**src/rtl/rle_decode_sequencer_pkg.sv**
```systemverilog
// Shared constants and FSM state type for the run-length decode sequencer.
package rle_pkg;
    localparam int BYTE_W     = 8;
    localparam int WORD_BYTES = 4;
    localparam int WORD_W     = BYTE_W * WORD_BYTES;
    localparam int IDX_W      = 2;

    typedef enum logic [1:0] {
        S_IDLE,
        S_EXPAND,
        S_FLUSH
    } rle_seq_state_t;
endpackage

```
**src/rtl/rle_decode_sequencer_if.sv**
```systemverilog
// Coded-pair input, flush handshake and decoded-word output of the sequencer.
interface rle_decode_sequencer_if #(
    parameter int STAT_W = 32
);
    import rle_pkg::*;

    logic                pair_valid;
    logic                pair_ready;
    logic [BYTE_W-1:0]   pair_char;
    logic [BYTE_W-1:0]   pair_count;
    logic                flush;
    logic                flush_done;
    logic                word_valid;
    logic                word_ready;
    logic [WORD_W-1:0]   word_data;
    logic                word_last;
    logic [STAT_W-1:0]   stat_bytes;

    modport master (
        output pair_valid, pair_char, pair_count, flush, word_ready,
        input  pair_ready, flush_done, word_valid, word_data, word_last, stat_bytes
    );

    modport slave (
        input  pair_valid, pair_char, pair_count, flush, word_ready,
        output pair_ready, flush_done, word_valid, word_data, word_last, stat_bytes
    );
endinterface

```
**src/rtl/rle_decode_sequencer_packer.sv**
```systemverilog
// rle_word_packer: gathers bytes MSB-first into 32-bit words and holds the output
// register until the sink accepts it.
module rle_word_packer
    import rle_pkg::*;
#(
    parameter logic [BYTE_W-1:0] PAD_CHAR = 8'h00
) (
    input  logic              clk,
    input  logic              reset_n,
    input  logic              wr_en,
    input  logic [BYTE_W-1:0] wr_byte,
    input  logic              pad_en,
    input  logic              word_ready,
    output logic [IDX_W-1:0]  idx,
    output logic              slot_free,
    output logic              word_valid,
    output logic [WORD_W-1:0] word_data,
    output logic              word_last
);
    logic [BYTE_W-1:0] acc_q [WORD_BYTES-1];
    logic [BYTE_W-1:0] acc_d [WORD_BYTES-1];
    logic [IDX_W-1:0]  idx_q, idx_d;
    logic              word_valid_q, word_valid_d;
    logic [WORD_W-1:0] word_data_q, word_data_d;
    logic              word_last_q, word_last_d;

    // Accept and reload may share one edge, which keeps one byte per clock flowing.
    assign slot_free  = !word_valid_q || word_ready;
    assign idx        = idx_q;
    assign word_valid = word_valid_q;
    assign word_data  = word_data_q;
    assign word_last  = word_last_q;

    always_comb begin
        acc_d        = acc_q;
        idx_d        = idx_q;
        word_valid_d = word_valid_q;
        word_data_d  = word_data_q;
        word_last_d  = word_last_q;

        if (word_valid_q && word_ready) begin
            word_valid_d = 1'b0;
        end

        if (wr_en) begin
            if (idx_q == IDX_W'(WORD_BYTES - 1)) begin
                word_data_d  = {acc_q[0], acc_q[1], acc_q[2], wr_byte};
                word_last_d  = 1'b0;
                word_valid_d = 1'b1;
                idx_d        = '0;
            end else begin
                case (idx_q)
                    2'd0:    acc_d[0] = wr_byte;
                    2'd1:    acc_d[1] = wr_byte;
                    default: acc_d[2] = wr_byte;
                endcase
                idx_d = idx_q + 1'b1;
            end
        end else if (pad_en) begin
            // Slot 0 is always filled here; slots at or beyond idx become padding.
            word_data_d  = {acc_q[0],
                            (idx_q > 2'd1) ? acc_q[1] : PAD_CHAR,
                            (idx_q > 2'd2) ? acc_q[2] : PAD_CHAR,
                            PAD_CHAR};
            word_last_d  = 1'b1;
            word_valid_d = 1'b1;
            idx_d        = '0;
        end
    end

    always_ff @(posedge clk) begin
        if (!reset_n) begin
            acc_q        <= '{default: '0};
            idx_q        <= '0;
            word_valid_q <= 1'b0;
            word_data_q  <= '0;
            word_last_q  <= 1'b0;
        end else begin
            acc_q        <= acc_d;
            idx_q        <= idx_d;
            word_valid_q <= word_valid_d;
            word_data_q  <= word_data_d;
            word_last_q  <= word_last_d;
        end
    end
endmodule

```
**src/rtl/rle_decode_sequencer.sv**
```systemverilog
// Run-length decode sequencer: expands (char, count) pairs into packed 32-bit words.
// Optional byte statistics counter enabled by defining RLE_SEQ_STATS_EN.
module rle_decode_sequencer
    import rle_pkg::*;
#(
    parameter logic [BYTE_W-1:0] PAD_CHAR = 8'h00,
    parameter int                STAT_W   = 32
) (
    input  logic                  clk,
    input  logic                  reset_n,
    rle_decode_sequencer_if.slave bus
);
    rle_seq_state_t    state_q, state_d;
    logic [BYTE_W-1:0] char_q, char_d;
    logic [BYTE_W-1:0] remain_q, remain_d;
    logic              flush_done_q, flush_done_d;

    logic              wr_en;
    logic              pad_en;
    logic              flush_req;
    logic [IDX_W-1:0]  idx;
    logic              slot_free;

    // A flush still held during its own done pulse must not start a second flush.
    assign flush_req      = bus.flush && !flush_done_q;
    assign bus.pair_ready = reset_n && (state_q == S_IDLE) && !bus.flush;
    assign bus.flush_done = flush_done_q;

    always_comb begin
        state_d      = state_q;
        char_d       = char_q;
        remain_d     = remain_q;
        flush_done_d = 1'b0;
        wr_en        = 1'b0;
        pad_en       = 1'b0;

        case (state_q)
            S_IDLE: begin
                if (flush_req) begin
                    state_d = S_FLUSH;
                end else if (bus.pair_valid && !bus.flush) begin
                    if (bus.pair_count != '0) begin
                        char_d   = bus.pair_char;
                        remain_d = bus.pair_count;
                        state_d  = S_EXPAND;
                    end
                end
            end
            S_EXPAND: begin
                if ((idx != IDX_W'(WORD_BYTES - 1)) || slot_free) begin
                    wr_en    = 1'b1;
                    remain_d = remain_q - 1'b1;
                    if (remain_q == 8'd1) begin
                        state_d = S_IDLE;
                    end
                end
            end
            S_FLUSH: begin
                if (idx == '0) begin
                    flush_done_d = 1'b1;
                    state_d      = S_IDLE;
                end else if (slot_free) begin
                    pad_en       = 1'b1;
                    flush_done_d = 1'b1;
                    state_d      = S_IDLE;
                end
            end
            default: state_d = S_IDLE;
        endcase
    end

    always_ff @(posedge clk) begin
        if (!reset_n) begin
            state_q      <= S_IDLE;
            char_q       <= '0;
            remain_q     <= '0;
            flush_done_q <= 1'b0;
        end else begin
            state_q      <= state_d;
            char_q       <= char_d;
            remain_q     <= remain_d;
            flush_done_q <= flush_done_d;
        end
    end

    rle_word_packer #(
        .PAD_CHAR (PAD_CHAR)
    ) u_packer (
        .clk        (clk),
        .reset_n    (reset_n),
        .wr_en      (wr_en),
        .wr_byte    (char_q),
        .pad_en     (pad_en),
        .word_ready (bus.word_ready),
        .idx        (idx),
        .slot_free  (slot_free),
        .word_valid (bus.word_valid),
        .word_data  (bus.word_data),
        .word_last  (bus.word_last)
    );

`ifdef RLE_SEQ_STATS_EN
    logic [STAT_W-1:0] stat_q, stat_d;
    logic [2:0]        stat_add;

    function automatic logic [STAT_W-1:0] sat_add(input logic [STAT_W-1:0] a,
                                                  input logic [2:0]        b);
        logic [STAT_W:0] s;
        s = {1'b0, a} + {{(STAT_W - 2){1'b0}}, b};
        return s[STAT_W] ? '1 : s[STAT_W-1:0];
    endfunction

    // Padding bytes are excluded: a flushed word contributes only its idx real bytes.
    always_comb begin
        stat_add = 3'd0;
        if (wr_en && (idx == IDX_W'(WORD_BYTES - 1))) begin
            stat_add = 3'(WORD_BYTES);
        end else if (pad_en) begin
            stat_add = {1'b0, idx};
        end
        stat_d = sat_add(stat_q, stat_add);
    end

    always_ff @(posedge clk) begin
        if (!reset_n) begin
            stat_q <= '0;
        end else begin
            stat_q <= stat_d;
        end
    end

    assign bus.stat_bytes = stat_q;
`else
    assign bus.stat_bytes = '0;
`endif
endmodule

```
**src/flat_wrapper.sv**
```systemverilog
// flat-port wrapper written by rule: the top's interface ports become plain ports
module rle_decode_sequencer_flat import rle_pkg::*;
#(
    parameter logic [BYTE_W-1:0] PAD_CHAR = 8'h00,
    parameter int                STAT_W   = 32
)
  (clk, reset_n, bus_pair_valid, bus_pair_char, bus_pair_count, bus_flush, bus_word_ready, bus_pair_ready, bus_flush_done, bus_word_valid, bus_word_data, bus_word_last, bus_stat_bytes);
  rle_decode_sequencer_if #(.STAT_W(STAT_W)) bus_i ();
  input  logic clk;
  input  logic reset_n;
  input wire logic [$bits(bus_i.pair_valid)-1:0] bus_pair_valid;
  input wire logic [$bits(bus_i.pair_char)-1:0] bus_pair_char;
  input wire logic [$bits(bus_i.pair_count)-1:0] bus_pair_count;
  input wire logic [$bits(bus_i.flush)-1:0] bus_flush;
  input wire logic [$bits(bus_i.word_ready)-1:0] bus_word_ready;
  output wire logic [$bits(bus_i.pair_ready)-1:0] bus_pair_ready;
  output wire logic [$bits(bus_i.flush_done)-1:0] bus_flush_done;
  output wire logic [$bits(bus_i.word_valid)-1:0] bus_word_valid;
  output wire logic [$bits(bus_i.word_data)-1:0] bus_word_data;
  output wire logic [$bits(bus_i.word_last)-1:0] bus_word_last;
  output wire logic [$bits(bus_i.stat_bytes)-1:0] bus_stat_bytes;
  assign bus_i.pair_valid = bus_pair_valid;
  assign bus_i.pair_char = bus_pair_char;
  assign bus_i.pair_count = bus_pair_count;
  assign bus_i.flush = bus_flush;
  assign bus_i.word_ready = bus_word_ready;
  assign bus_pair_ready = bus_i.pair_ready;
  assign bus_flush_done = bus_i.flush_done;
  assign bus_word_valid = bus_i.word_valid;
  assign bus_word_data = bus_i.word_data;
  assign bus_word_last = bus_i.word_last;
  assign bus_stat_bytes = bus_i.stat_bytes;
  rle_decode_sequencer #(.PAD_CHAR(PAD_CHAR), .STAT_W(STAT_W)) u_core (.clk(clk), .reset_n(reset_n), .bus(bus_i));
endmodule
```
**config.mk**
```make
export PLATFORM = sky130hd
export DESIGN_NAME = rle_decode_sequencer_flat
export DESIGN_NICKNAME = d
export VERILOG_FILES = /design/src/rtl/rle_decode_sequencer_pkg.sv /design/src/rtl/rle_decode_sequencer_if.sv /design/src/rtl/rle_decode_sequencer_packer.sv /design/src/rtl/rle_decode_sequencer.sv /design/src/flat_wrapper.sv
export SDC_FILE = /design/constraint.sdc
export NUM_CORES = 1
export LEC_CHECK = 0
export CELL_PAD_IN_SITES_DETAIL_PLACEMENT = 1
export CELL_PAD_IN_SITES_GLOBAL_PLACEMENT = 1
export CORE_ASPECT_RATIO = 0.6
export CORE_MARGIN = 5
export CORE_UTILIZATION = 37
export CTS_CLUSTER_SIZE = 20
export DETAILED_ROUTE_END_ITERATION = 16
export PLACE_DENSITY = 0.85
export RECOVER_POWER = 100
export SYNTH_ARGS = -nofsm -noshare
export SYNTH_HDL_FRONTEND = slang
export SYNTH_HIERARCHICAL = 1
export SYNTH_SLANG_ARGS = --single-unit
```
**constraint.sdc**
```tcl
create_clock -name clk -period 2.82 [get_ports clk]
set_clock_uncertainty 0.1 [all_clocks]
set_input_delay 0.564 -clock clk [delete_from_list [all_inputs] [get_ports clk]]
set_output_delay 0.564 -clock clk [all_outputs]
set_load 0.02 [all_outputs]
```
# --- Word-level counts from Yosys, hierarchy flattened ---
# Cells that the tools add are included.
word_totals:
  regBits: 79
  input_bits: 21
  elab_cells: 91
classes:
  addsub: 2
  order_cmp: 2
  eq_ne: 15
  muxes: 34
  bitwise_logic: 3
  n_reduce_logical: 24
op_table:
  columns: ["op", "count"]
  rows:
  - ["32-bit 2-to-1 mux", 3]
  - ["8-bit 2-to-1 mux", 6]
  - ["2-bit 2-to-1 mux", 10]
  - ["8-bit one-hot mux with 2 select lines", 1]
  - ["1-bit 2-to-1 mux", 13]
  - ["5-bit AND reduction", 2]
  - ["3-bit AND reduction", 3]
  - ["8-bit by 1-bit equality test with 1-bit output, second input constant", 1]
  - ["2-bit inequality test, second input constant", 4]
  - ["8-bit nonzero test", 1]
  - ["8-bit by 1-bit subtractor with 8-bit output, second input constant", 1]
  - ["2-bit by 1-bit inequality test with 1-bit output, second input constant", 3]
  - ["3-bit by 2-bit inequality test with 1-bit output, second input constant", 2]
  - ["2-bit one-hot mux with 3 select lines", 1]
  - ["1-bit logical AND", 5]
  - ["2-bit by 1-bit equality test with 1-bit output, second input constant", 2]
  - ["2-bit equality test, second input constant", 2]
  - ["2-bit zero test", 2]
  - ["2-bit AND reduction", 2]
  - ["4-bit AND reduction", 1]
  - ["2-bit nonzero test", 2]
  - ["1-bit zero test", 3]
  - ["3-bit by 1-bit inequality test with 1-bit output, second input constant", 1]
  - ["1-bit NOT", 3]
  - ["5 further kinds", 6]

# --- Logic depth before layout (Yosys ltp) ---
depth:
  word_depth: 7
  depth_mapped: 9

# --- Cells and area by module ---
# The synthesis kept the hierarchy.
by_module_without_submodules:
  columns: ["mod", "instances", "cells_each", "area_per_inst_um2", "seq_area_each_um2"]
  rows:
  - ["rle_word_packer", 1, 235, 2339.7, 1201.2]
  - ["rle_decode_sequencer", 1, 151, 1267.5, 380.4]

# --- Least setup slack after synthesis ---
# OpenSTA, ideal clock, no wires.
synth_path:
  path_type: "input to register"
  startpoint: "in bus_word_ready"
  endpoint: "reg u_core.u_packer.word_data_q[16], in the netlist u_core/u_packer/word_data[16]"
  arrival_ns: 1.959
  required_time_ns: 2.603
  setup_slack_ns: 0.644
  path_stages: 8
  cell_sequence: "nand2b_1 -> nand3b_1 -> nand2_1 -> inv_1 -> and2_1 -> buf_2 -> o21a_2 -> a22o_1"
synth_between:
  elab_chain_cells: 6
synth_lines:
  columns: ["item", "line_no", "rtl"]
  rows:
  - ["from (decl)", "flat_wrapper.sv:15", "input wire logic [$bits(bus_i.word_ready)-1:0] bus_word_ready;"]
  - ["1-bit logical OR (*)", "rle_decode_sequencer_packer.sv:28", "assign slot_free = !word_valid_q || word_ready;"]
  - ["1-bit logical OR (*)", "rle_decode_sequencer.sv:50", "if ((idx != IDX_W'(WORD_BYTES - 1)) || slot_free) begin"]
  - ["1-bit 2-to-1 mux (*)", "rle_decode_sequencer.sv:50", null]
  - ["1-bit 2-to-1 mux (*)", "rle_decode_sequencer.sv:37", "case (state_q)"]
  - ["named net u_core.wr_en", "rle_decode_sequencer.sv:18", "logic wr_en;"]
  - ["2-bit by 1-bit inequality test with 1-bit output (no line) / 2-bit nonzero test (equally long branches)", null, null]
  - ["2-bit AND reduction (no line)", null, null]
  - ["to (signal assigned)", "rle_decode_sequencer_packer.sv:82", "word_data_q <= word_data_d;"]
  - ["to (decl)", "rle_decode_sequencer_packer.sv:24", "logic [WORD_W-1:0] word_data_q, word_data_d;"]
# Mark *: on every way through the listed nets, which the timed path passes. The rest lies on a longest branch.
# A chain may end at the register's enable or synchronous reset.

# --- Worst setup path after layout ---
layout_path:
  startpoint: "in reset_n"
  endpoint: "out bus_pair_ready"
layout_between:
  elab_chain_cells: 2
layout_lines:
  columns: ["item", "line_no", "rtl"]
  rows:
  - ["from (decl)", "flat_wrapper.sv:10", "input logic reset_n;"]
  - ["1-bit logical AND (2 in a row)", "rle_decode_sequencer.sv:26", "assign bus.pair_ready = reset_n && (state_q == S_IDLE) && !bus.flush;"]
  - ["to (decl)", "flat_wrapper.sv:16", "output wire logic [$bits(bus_i.pair_ready)-1:0] bus_pair_ready;"]
# No other way between the ends.

==> impl_metrics.yaml <==
place:
  place_congestion: 0.829
  post-dp-hpwl_um: 7080
  place_area_sq_um: 4150
  numPortBuffers: 56
logic_synthesis:
  synth_area_leaders: "dfxtp_1 (44%), buf_4 (7.1%), mux2i_1 (6.7%), nor2b_1 (4.5%), nand2_1 (4.4%)"
  syn_area_sq_um: 3610
  synth_top_cell_area_share: 0.438
  yosys.area.top_type: "dfxtp_1"
  yosysUniqueCellTypes: 46
  synth_compound_area_frac: 0.155
  synth_ff_type: "dfxtp_1"
  yosysWarnings: 6
  syn_area_per_cell_sq_um: 9.35
  synth-simple-area-share: 0.196
  synth_mux_area_frac: 0.0746
  synth.yosys.seq_area_share: 0.438
  synth_edf_count: 0
  syn_inst: 386
  synth_seq_cells: 79
  synth_top_family_by_area: "simple AND/OR/NAND/NOR gates"
  synthAdderAreaFrac: 0.0243
  ys_top_cells_by_count: "dfxtp_1 (79), nand2_1 (42), buf_4 (34)"
  synth-xor-area-share: 0
  yosysMostFrequentCell: "dfxtp_1"
  async_reset_ff_frac: 0
critical_path:
  crit_arrival_ns: 1.99
  cp-end-kind: "output port"
  crit_type: "in2out"
  r2r-end: "u_core/u_packer/word_data[11]"
  regToRegSetupSlack_ns: 0.51
  ff2ff_path_depth: 7
  path_max_fanout: 3
  crit_required_ns: 2.16
  setup.worst_path.start_class: "input port"
  r2r_start: "u_core/state_q[1]"
sta:
  worst_pin_slew_ns: 0.756
  maxSlewViolCount: 0
  final-setup-viol-count: 0
  fmax_ghz: 0.377
  finalCriticalPeriod_ns: 2.65
  setup-tns-final_ns: 0
  hold_viol_final: 0
  rsz0062_at_grt: "false"
  slew_headroom: 0.496
  finalHoldWorstSlack_ns: 0.355
  post-route-period-util: 0.939
clock_tree:
  cts_tree: "done"
  clockBufferDepth: 2
  cts-hold-fix-buffers: 0
  cts_resized: 0
  cts.sinks: 79
  cts.clk_slew.worst_paths_ns: 0.05
  cts_buffers: 9
  htreeDepth: 3
  post-cts-setup-buffers: 0
  insertion_delay_ns: 0.34
  root_buffer: "clkbuf_16"
finish:
  nets: 467
  fin_util: 0.475
  drive_gt1_frac: 0.0721
  antenna_cells: 0
  fin_area_sq_um: 4430
  fill_cells: 1090
  area_delta_synth_final_pct: 22.9
drt:
  wl_met1_um: 4590
  vias: 2892
  drtAntennaViolNets: 0
  wl_per_cell_um: 17.3
  met2_length_um: 4680
  met3_wirelength_um: 536
  initialDrtViolationCount: 178
  drtPass1Iterations: 4
  routed_via_density: 5.04
  wl_um: 9930
  top_layer_used: "met4"
  drc_errors: 0
floorplanning:
  placementRows: 27
  die_w_um: 137
  io-pin-count: 89
  die_y_um: 86.5
  start_util: 0.387
  dieArea_sq_um: 11900
  core_area_sq_um: 9320
min_path:
  worstHoldPathType: "reg2reg"
  whs_endpoint: "u_core/u_packer/word_data[14]"
  hold_path_startpoint: "u_core/u_packer/word_data[14]"
  hold_depth: 2
status:
  status: "completed"
power:
  max-vdd-ir-drop_v: 0.000298
  power_density_nw_per_um2: 594
  power_leakage_nw: 1.83
job:
  cap_violations: 0
global_route:
  antenna_found_initial: 0
  grtUsageTotal: 0.172
  grt_pass1_wl_um: 15900
  grt_remaining_overflow: 0
  grt_max_degree: 63
  grt_pass1_vias: 3025
==> placed cells by master (no fill, tap or decap), drive strengths merged, types with 2 or more instances in the layout <==
cell type	n
dfxtp	79
nor4bb	2
a21oi	15
buf	7
clkdlybuf4s50	19
conb	32
nand3	18
clkinv	3
o21a	2
o22ai	4
inv	8
nor4b	2
a21boi	25
ha	7
nand2	42
o32ai	3
o21ai	3
nor3	4
nor2	19
and2	3
nand2b	3
a22oi	8
clkbuf	14
a32o	3
a22o	8
nand3b	4
nor2b	26
mux2i	25
nor3b	5
or4	3
dlygate4sd3	37
==> logic make-up (layout without fill, tap and decap cells) <==
logic type,count (synthesis),after routing
flops,79,79
fa+ha+maj,7,7
compound gates,75,75
mux,26,26
simple gates,135,135
other cells,1,32
buf+inv,63,90
==> through the flow <==
step	setup slack [ns]	std cells	power (mW)
floorplan	0.644	417	1.42
global route	0.0920	574	2.73
detailed placement	-0.000367	558	1.47
CTS	0.225	574	2.66
finish	0.171	574	2.63
global placement	0.173	558	1.46
==> worst max-delay path, stage by stage <==
cell and delay (ns):
clkdlybuf4s50_1 0.48, nand2b_1 0.10, nor3_1 0.15, dlygate4sd3_1 0.70
==> final cells by class <==
class                      count  area [sq um]  area share
timing repair buffer          66           628       0.142
multi-input combinational    275          1720       0.388
clock inverter                 5          56.3      0.0127
sequential                    79          1580       0.357
clock buffer                  11           253      0.0570
tap                          130           163      0.0367
inverter                       8          30.0     0.00677
==> metal layers <==
| metal | global-route usage | vias to the layer above |
|---|---|---|
| li1 | - | 1373 |
| met1 | 0.220 | 1428 |
| met2 | 0.288 | 82 |
| met5 | 0 | - |
| met3 | 0.0441 | 9 |
| met4 | 0.0507 | 0 |
==> sequential cells by signal, indices dropped and copies added (netlist names) <==
name                        flops
u_core/u_packer/word_last       1
u_core/remain_q                 8
u_core/char_q                   8
u_core/u_packer/word_data      32
u_core/u_packer/idx             2
u_core/bus.flush_done           1
u_core/state_q                  2
u_core/u_packer/acc_q          24
u_core/u_packer/word_valid      1
==> worst max-delay path by stage <==
stage                               endpoint  slack (ns)            from  cells after the start
2_1_floorplan  u_core/u_packer/word_data[16]        0.64  bus_word_ready                      8
3_3_place_gp   u_core/u_packer/word_data[10]        0.17  bus_word_ready                      9
3_5_place_dp   u_core/u_packer/word_data[11]     -0.0004  bus_word_ready                      9
4_1_cts                       bus_pair_ready        0.23         reset_n                      4
5_1_grt         u_core/u_packer/word_data[1]        0.09  bus_word_ready                      9
6_report                      bus_pair_ready        0.17         reset_n                      4
==> report_power, final <==
part           switching (mW)  internal (mW)
Sequential             0.0337           1.14
Clock                   0.455          0.732
Combinational           0.168          0.103
Note: power is estimated with default switching activity, not from simulation.
